--- config.mk ---
export PLATFORM = sky130hd
export DESIGN_NAME = regfile_2r1w
export DESIGN_NICKNAME = d
export VERILOG_FILES = /design/src/rtl/regfile_pkg.sv /design/src/rtl/regfile_rd_port.sv /design/src/rtl/regfile_2r1w.sv
export SDC_FILE = /design/constraint.sdc
export NUM_CORES = 2
export LEC_CHECK = 0
export ABC_CLOCK_PERIOD_IN_PS = 14890
export BUFFER_PORTS_ARGS = -buffer_cell sky130_fd_sc_hd__buf_2
export CORE_MARGIN = 1.5
export CORE_UTILIZATION = 45
export CTS_CLUSTER_SIZE = 16
export DETAILED_ROUTE_END_ITERATION = 7
export PLACE_DENSITY = 0.69
export SYNTH_ARGS = -nofsm -noshare
export SYNTH_HDL_FRONTEND = slang
export SYNTH_HIERARCHICAL = 1
export SYNTH_SLANG_ARGS = --single-unit
export TNS_END_PERCENT = 1
--- constraint.sdc ---
create_clock -name clk -period 14.89 [get_ports clk]
set_input_delay 0.7445 -clock clk [delete_from_list [all_inputs] [get_ports clk]]
set_output_delay 0.7445 -clock clk [all_outputs]
set_load 0.01 [all_outputs]
--- src/rtl/regfile_pkg.sv ---
// Shared types, defaults and byte-merge helper for the 2-read/1-write register file.
package regfile_pkg;

    localparam int unsigned DefWidth = 64;
    localparam int unsigned DefDepth = 8;

    // byte_merge works on a fixed maximum width; callers extend/truncate to their WIDTH.
    localparam int unsigned MaxWidth = 1024;
    localparam int unsigned MaxBytes = MaxWidth / 8;

    typedef logic [0:0] state_t;
    localparam state_t IDLE  = 1'b0;
    localparam state_t CLEAR = 1'b1;

    function automatic logic [MaxWidth-1:0] byte_merge(
        input logic [MaxWidth-1:0] old_val,
        input logic [MaxWidth-1:0] new_val,
        input logic [MaxBytes-1:0] be
    );
        logic [MaxWidth-1:0] res;
        res = old_val;
        for (int b = 0; b < int'(MaxBytes); b++) begin
            if (be[b]) begin
                res[8*b +: 8] = new_val[8*b +: 8];
            end
        end
        return res;
    endfunction

endpackage

--- src/rtl/regfile_rd_port.sv ---
// Registered read port; same-edge write and clear results are forwarded into rdata.
module regfile_rd_port #(
    parameter int unsigned WIDTH = 64,
    parameter int unsigned AW    = 3
) (
    input  logic             clk_i,
    input  logic             rst_i,
    input  logic             re_i,
    input  logic [AW-1:0]    raddr_i,
    input  logic [WIDTH-1:0] stored_i,
    input  logic             wr_en_i,
    input  logic [AW-1:0]    waddr_i,
    input  logic [WIDTH-1:0] wr_data_i,
    input  logic             clr_en_i,
    input  logic [AW-1:0]    clr_addr_i,
    output logic [WIDTH-1:0] rdata_o,
    output logic             rvalid_o
);

    logic [WIDTH-1:0] rdata_q, rdata_d;
    logic             rvalid_q, rvalid_d;

    always_comb begin
        rdata_d  = rdata_q;
        rvalid_d = re_i;
        if (re_i) begin
            if (clr_en_i && (clr_addr_i == raddr_i)) begin
                rdata_d = '0;
            end else if (wr_en_i && (waddr_i == raddr_i)) begin
                rdata_d = wr_data_i;
            end else begin
                rdata_d = stored_i;
            end
        end
    end

    always_ff @(posedge clk_i or posedge rst_i) begin
        if (rst_i) begin
            rdata_q  <= '0;
            rvalid_q <= 1'b0;
        end else begin
            rdata_q  <= rdata_d;
            rvalid_q <= rvalid_d;
        end
    end

    assign rdata_o  = rdata_q;
    assign rvalid_o = rvalid_q;

endmodule

--- src/rtl/regfile_2r1w.sv ---
// WIDTH x DEPTH register file: byte-masked write, two bypassed read ports, clear sweep.
module regfile_2r1w
    import regfile_pkg::*;
#(
    parameter int unsigned WIDTH = DefWidth,
    parameter int unsigned DEPTH = DefDepth,
    localparam int unsigned AW   = $clog2(DEPTH)
) (
    input  logic                   clk,
    input  logic                   rst,
    input  logic                   we,
    input  logic [AW-1:0]          waddr,
    input  logic [WIDTH-1:0]       wdata,
    input  logic [WIDTH/8-1:0]     wbe,
    input  logic                   re0,
    input  logic [AW-1:0]          raddr0,
    output logic [WIDTH-1:0]       rdata0,
    output logic                   rvalid0,
    input  logic                   re1,
    input  logic [AW-1:0]          raddr1,
    output logic [WIDTH-1:0]       rdata1,
    output logic                   rvalid1,
    input  logic                   clr,
    output logic                   busy,
    output logic                   wr_drop,
    output logic [WIDTH*DEPTH-1:0] q_all
);

    logic [WIDTH-1:0] mem_q [DEPTH];
    logic [WIDTH-1:0] mem_d [DEPTH];
    state_t           state_q, state_d;
    logic [AW-1:0]    cnt_q, cnt_d;
    logic             wr_drop_q, wr_drop_d;
    logic             wr_en, clr_en;
    logic [WIDTH-1:0] wr_merged;

    assign wr_en     = we && (state_q == IDLE);
    assign clr_en    = (state_q == CLEAR);
    assign wr_merged = WIDTH'(byte_merge(MaxWidth'(mem_q[waddr]), MaxWidth'(wdata),
                                         MaxBytes'(wbe)));

    // Writes only happen in IDLE and clears only in CLEAR, so they never collide.
    always_comb begin
        for (int i = 0; i < int'(DEPTH); i++) begin
            mem_d[i] = mem_q[i];
        end
        if (wr_en) begin
            mem_d[waddr] = wr_merged;
        end
        if (clr_en) begin
            mem_d[cnt_q] = '0;
        end
    end

    always_comb begin
        state_d   = state_q;
        cnt_d     = cnt_q;
        wr_drop_d = we && (state_q == CLEAR);
        case (state_q)
            IDLE: begin
                if (clr) begin
                    state_d = CLEAR;
                    cnt_d   = '0;
                end
            end
            CLEAR: begin
                cnt_d = cnt_q + AW'(1);
                if (cnt_q == AW'(DEPTH - 1)) begin
                    state_d = IDLE;
                end
            end
            default: state_d = IDLE;
        endcase
    end

    always_ff @(posedge clk or posedge rst) begin
        if (rst) begin
            state_q   <= IDLE;
            cnt_q     <= '0;
            wr_drop_q <= 1'b0;
            for (int i = 0; i < int'(DEPTH); i++) begin
                mem_q[i] <= '0;
            end
        end else begin
            state_q   <= state_d;
            cnt_q     <= cnt_d;
            wr_drop_q <= wr_drop_d;
            for (int i = 0; i < int'(DEPTH); i++) begin
                mem_q[i] <= mem_d[i];
            end
        end
    end

    assign busy    = (state_q == CLEAR);
    assign wr_drop = wr_drop_q;

    // Entry 0 occupies the most significant slice.
    for (genvar i = 0; i < int'(DEPTH); i++) begin : g_q_all
        assign q_all[WIDTH*(DEPTH-i)-1 -: WIDTH] = mem_q[i];
    end

    regfile_rd_port #(
        .WIDTH (WIDTH),
        .AW    (AW)
    ) u_rd_port0 (
        .clk_i      (clk),
        .rst_i      (rst),
        .re_i       (re0),
        .raddr_i    (raddr0),
        .stored_i   (mem_q[raddr0]),
        .wr_en_i    (wr_en),
        .waddr_i    (waddr),
        .wr_data_i  (wr_merged),
        .clr_en_i   (clr_en),
        .clr_addr_i (cnt_q),
        .rdata_o    (rdata0),
        .rvalid_o   (rvalid0)
    );

    regfile_rd_port #(
        .WIDTH (WIDTH),
        .AW    (AW)
    ) u_rd_port1 (
        .clk_i      (clk),
        .rst_i      (rst),
        .re_i       (re1),
        .raddr_i    (raddr1),
        .stored_i   (mem_q[raddr1]),
        .wr_en_i    (wr_en),
        .waddr_i    (waddr),
        .wr_data_i  (wr_merged),
        .clr_en_i   (clr_en),
        .clr_addr_i (cnt_q),
        .rdata_o    (rdata1),
        .rvalid_o   (rvalid1)
    );

endmodule

* Word level (Yosys, flattened, before mapping)
Cells that the tools add are included.
** Storage, ports and cells
- Bits in writable memories :: 0
- Memories kept :: 0
- Logic and storage cells :: 76
- Output and inout port bits :: 644
- Register bits :: 647
- Bits in latches :: 0
- ROM bits :: 0
** Cells by class
- Bitwise gates (word level) :: 7
- Add/subtract/negate cells :: 1
- Order comparisons :: 6
- Multipliers :: 0
- Reductions and logical operators :: 8
- Muxes and demuxes :: 33
- Equality and inequality tests :: 6
- Shift-type cells :: 0
- Div/mod/pow operators :: 0
** Operator list (number)
- 512-bit 2-to-1 mux :: 2
- 64-bit 2-to-1 mux :: 12
- 64-bit binary-select mux with 3-bit select :: 3
- 512-bit bitwise AND :: 1
- 512-bit bitwise mux :: 1
- 512-bit NOT :: 1
- 64-bit demux with 3-bit select :: 2
- 8-bit 2-to-1 mux :: 8
- 4-bit >= comparator, second input constant :: 4
- 3-bit NOT with 4-bit output :: 4
- 3-bit equality test :: 4
- 1-bit logical AND :: 8
- 4-bit by 1-bit less-than comparator with 1-bit output, second input constant :: 2
- 3-bit case mux with 2 select lines :: 1
- 3-bit by 1-bit adder with 3-bit output, second input constant :: 1
- 3-bit equality test, second input constant :: 1
- 3-bit 2-to-1 mux :: 1
- 1-bit 2-to-1 mux :: 2
- 2-bit != test, second input constant :: 1
- 1-bit case mux with 2 select lines :: 1
- 1-bit NOT :: 1

* Depth between registers and ports, before layout
- Depth in word-level cells :: 9
- Mapped depth :: 11

* Cells and area by module
Netlist, hierarchy kept.
** By module, submodules not included
- regfile_2r1w :: instances 1, cells an instance 2673, area an instance 30957.2 um^2, seq. area each 12937.4 um^2
- regfile_rd_port :: instances 2, cells an instance 524, area an instance 4584.4 um^2, seq. area each 1626.6 um^2

* Worst setup path before layout
No wires, ideal clock.
- Path kind :: input to register
- From :: in waddr[0]
- To :: reg u_rd_port0.rdata_q[47] (netlist: u_rd_port0/rdata_o[47])
- Data required time :: 14811 ps
- Stages on the path :: 10
- Arrival :: 2473 ps
- Slack :: 12337 ps
- Path through :: buf_4 > or2_1 > buf_4 > nor2_1 > a221o_1 > o22ai_2 > inv_1 > nand2_1 > o41ai_1 > a2bb2oi_1
** Between the ends
- Word-level cells in the longest chain between the ends :: 7
** RTL lines
- start, declared :: line regfile_2r1w.sv:12 : input logic [AW-1:0] waddr,
- 3-bit NOT with 4-bit output (implied by the code) :: line regfile_2r1w.sv:39 : assign wr_merged = WIDTH'(byte_merge(MaxWidth'(mem_q[waddr]), MaxWidth'(wdata),
- 64-bit binary-select mux with 3-bit select :: line regfile_2r1w.sv:39
- 64-bit 2-to-1 mux (implied by the code) (2 in series) :: line regfile_2r1w.sv:39
- 8-bit 2-to-1 mux :: line regfile_pkg.sv:23 : if (be[b]) begin
- named net wr_merged[47] :: line regfile_2r1w.sv:35 : logic [WIDTH-1:0] wr_merged;
- 64-bit 2-to-1 mux :: line regfile_rd_port.sv:29 : end else if (wr_en_i && (waddr_i == raddr_i)) begin
- 64-bit 2-to-1 mux :: line regfile_rd_port.sv:27 : if (clr_en_i && (clr_addr_i == raddr_i)) begin
- end signal, assigned :: line regfile_rd_port.sv:42 : rdata_q <= rdata_d;
- end, declared :: line regfile_rd_port.sv:20 : logic [WIDTH-1:0] rdata_q, rdata_d;
The timed path passes the listed nets, and every way through them passes these cells. The select of a mux whose other input is x is not followed.
A chain may end at the register's enable or synchronous reset.

* Worst setup path in the final report
- From :: in waddr[2]
- To :: reg u_rd_port0.rdata_q[47] (netlist: u_rd_port0/rdata_o[47])
The elaborated chain is that of the path after synthesis.

==> impl_metrics.toml <==
[status]
status = "finished with violations"
violations = "max-capacitance violations"

[power_and_ir_drop]
power_density_nw_per_um2 = 155.0
p_int_w = 0.004231
switching_share = 0.4215
pwr-share-seq = 0.367
vdd.ir_drop.worst_mv = 0.1280
leakage_nw = 21.56
power.switching_w = 0.003082
combinationalPowerShare = 0.371
power_frac_clock = 0.262

[cts]
clock_latency_ns = 0.63
tritoncts = "built"
root_buffer = "clkbuf_16"
holdBufCountCts = 0
cts.sinks = 647
ctsResizeCount = 0
path_clk_slew_ns = 0.06
postCtsSetupRepairBufs = 0
cts_made_buffers = 76
htree_levels = 3
clock_tree.buffer_depth = 3

[synth]
ys_seq_elements = 647
syn_nets = 3810
synthesis.area_um2 = 40130
ys.flop_type = "dfrtp_1"
ys_types = 60
synthCells = 3721
postSynthAreaPerCell_um2 = 10.78
synth_edf_count = 0
async_reset_ff_frac = 1.000
synth_warnings = 6
ys_seq_area_frac = 0.4035

[critical_path]
critPathCaptureType = "flip-flop"
startpoint_type = "input port"
required_ns = 15.43
critPathKind = "in2reg"
critPathMaxFanout = 56
cp.arrival_ns = 4.96

[floorplan]
die_y_um = 301.6
die_width_um = 301.6
coreArea_um2 = 88370
ios = 731
rows = 109
fp.dieArea_um2 = 90970
initial_core_util = 0.4540

[placed_design]
finalWeightedCongestion = 0.9064
portBuffers = 730
hpwl_mm = 121.7

[drt]
wl_met2_mm = 85.13
drt-met1-wl_mm = 70.02
vias = 40315
drc = 0
wl_mm = 203.8
dr_wl_met3_mm = 33.39
top_layer = "met5"
drt-wirelength-per-cell_um = 37.26
firstDrtPassIters = 6
ant_nets = 0
via_per_inst = 7.372
first_iter_violations = 6318

[sta]
relSlewSlack = 0.006828
fin_setup_tns_ns = 0
period_needed_ns = 4.418
clock.fmax_ghz = 0.2264
clock-skew-final_ns = 0.03040
rsz0062_at_grt = "no"
final-setup-viol-count = 0
post-route-period-util = 0.2967
tightest_slew_ns = 1.488
hold_viol = 0
final-max-slew-violation-count = 0

[layout]
drive_gt1_frac = 0.3324
fin_util = 0.5339
area_delta_synth_final_pct = 17.59
finalNetCount = 4330

[global_routing]
grt_usage = 0.4357
antenna_found_initial = 14
grt_pass1_wl_mm = 286.0
grt_overflow = 0
grt_max_degree = 214
grt_pass1_vias = 38582

[worst_hold_path]
min_path_type = "in2async"

[flow_run]
max_cap_violations = 1
-- critical path: stages --
cell       delay, ns
buf_8           0.40
buf_4           0.66
inv_1           0.59
nor2_2          1.29
a221o_1         0.34
o22ai_2         0.15
inv_1           0.11
nand2_1         0.05
o41ai_1         0.29
a2bb2oi_1       0.21
-- cell type report --
cell class                      instances  area (um2)
Antenna cell                            8       20.02
Clock buffer                          119        2296
Clock inverter                         14       187.7
Fill cell                            7875       41190
Inverter                              160       610.6
Multi-Input combinational cell       2540       22020
Sequential cell                       647       16190
Tap cell                             1165        1458
Timing Repair Buffer                  816        4400
-- cells in the mapped netlist, types with 3 or more instances --
| library cell | number | area [um2] |
|---|---|---|
| nand2b_1 | 178 | 1114 |
| nand3_1 | 5 | 25.02 |
| a211oi_1 | 40 | 300.3 |
| a2bb2oi_1 | 128 | 1121 |
| o31a_1 | 35 | 306.5 |
| buf_1 | 10 | 37.54 |
| a21oi_1 | 62 | 310.3 |
| nor2b_1 | 6 | 37.54 |
| xor2_1 | 12 | 105.1 |
| o41ai_1 | 128 | 1121 |
| or3b_2 | 3 | 26.28 |
| clkbuf_1 | 271 | 1017 |
| dfrtp_1 | 647 | 16190 |
| o211ai_1 | 7 | 52.55 |
| o21ai_0 | 320 | 1602 |
| a221oi_1 | 18 | 157.7 |
| mux2i_1 | 89 | 890.9 |
| a22o_1 | 214 | 1874 |
| a221o_1 | 42 | 420.4 |
| a211o_1 | 4 | 35.03 |
| o21bai_1 | 6 | 45.04 |
| mux2_2 | 176 | 1982 |
| mux2_1 | 11 | 123.9 |
| and2_1 | 5 | 31.28 |
| buf_2 | 60 | 300.3 |
| xnor2_1 | 6 | 52.55 |
| buf_6 | 15 | 168.9 |
| buf_4 | 18 | 135.1 |
| o22ai_1 | 6 | 37.54 |
| a32oi_1 | 4 | 35.03 |
| mux4_2 | 256 | 5766 |
| nor2_1 | 70 | 262.8 |
| a21o_1 | 6 | 45.04 |
| a41oi_1 | 128 | 1121 |
| inv_1 | 160 | 600.6 |
| o21ai_1 | 28 | 140.1 |
| nand3b_1 | 11 | 82.58 |
| nor2_2 | 5 | 31.28 |
| nand2_1 | 446 | 1674 |
| a22oi_1 | 49 | 367.9 |
| o22ai_2 | 9 | 112.6 |
-- path summary, 6_finish.rpt --
kind	from	to	slack, ns	depth (start not counted)
worst max-delay path	waddr[2]	u_rd_port0/rdata_o[47]	10.47	10
worst min-delay path	rst	q_all[350]	0.22	2
worst max register to register	busy	q_all[412]	11.15	7
worst min register to register	q_all[70]	q_all[70]	0.56	2
max in group asynchronous	rst	q_all[384]	11.47	5
min in group clk	clr	cnt_q[2]	0.36	2
-- state kept, by name, summed over array words and instances, names as in the netlist --
name and count:
busy 1, cnt_q 3, q_all 512, u_rd_port0/rdata_o 64, u_rd_port0/rvalid_o 1, u_rd_port1/rdata_o 64
u_rd_port1/rvalid_o 1, wr_drop 1
-- routing by layer --
layer | global-route usage | vias to the layer above
met5 | 0 | -
met4 | 0.2523 | 6
met3 | 0.1734 | 986
met2 | 0.6255 | 3968
met1 | 0.5556 | 19942
li1 | - | 15413
-- cells in the final DEF, fill, tap and decap left out, types with 54 or more instances in the layout --
cell type	instances
buf_4	88
nor2_1	54
dfrtp_1	647
clkbuf_16	78
a21oi_1	62
a22o_1	214
o41ai_1	128
o21ai_0	320
a41oi_1	128
buf_2	719
mux2_2	176
inv_1	156
nand2b_1	178
mux4_2	256
a2bb2oi_1	128
mux2i_1	89
nand2_1	440
-- through the flow --
step	cell area (um2)	hold WS, ns	std cells	setup WS, ns	power [W]
2_1_floorplan	40130	0.5511	3721	7.123	0.004000
3_3_place_gp	44680	0.5199	5328	10.05	0.005232
3_5_place_dp	44680	0.5334	5328	10.06	0.005278
4_1_cts	47160	0.1938	5461	10.71	0.007180
5_1_grt	47180	0.2367	5467	10.52	0.007494
6_report	47180	0.2157	5469	10.47	0.007314
-- power by group through the flow --
| stage | logic (W) | registers, W | clock network [W] |
|---|---|---|---|
| after detailed placement | 0.00261 | 0.00267 | 0 |
| final | 0.00272 | 0.00268 | 0.00192 |
| after global placement | 0.00257 | 0.00266 | 0 |
| after floorplan | 0.00136 | 0.00264 | 0 |
| after global routing | 0.00281 | 0.00271 | 0.00198 |
| after CTS | 0.00262 | 0.00265 | 0.00191 |
-- kinds of logic after synthesis --
kind of cell	after synthesis	share of synthesized area
AOI/OAI and AO/OA	1249	0.2337
xor gates and xnor gates	18	0.003929
adders and majority gates	2	0.0006235
buffers and inverters	534	0.05631
DFF	647	0.4035
muxes	532	0.2184
and+or+nand+nor	739	0.08360
(Power assumes the default switching activity.)
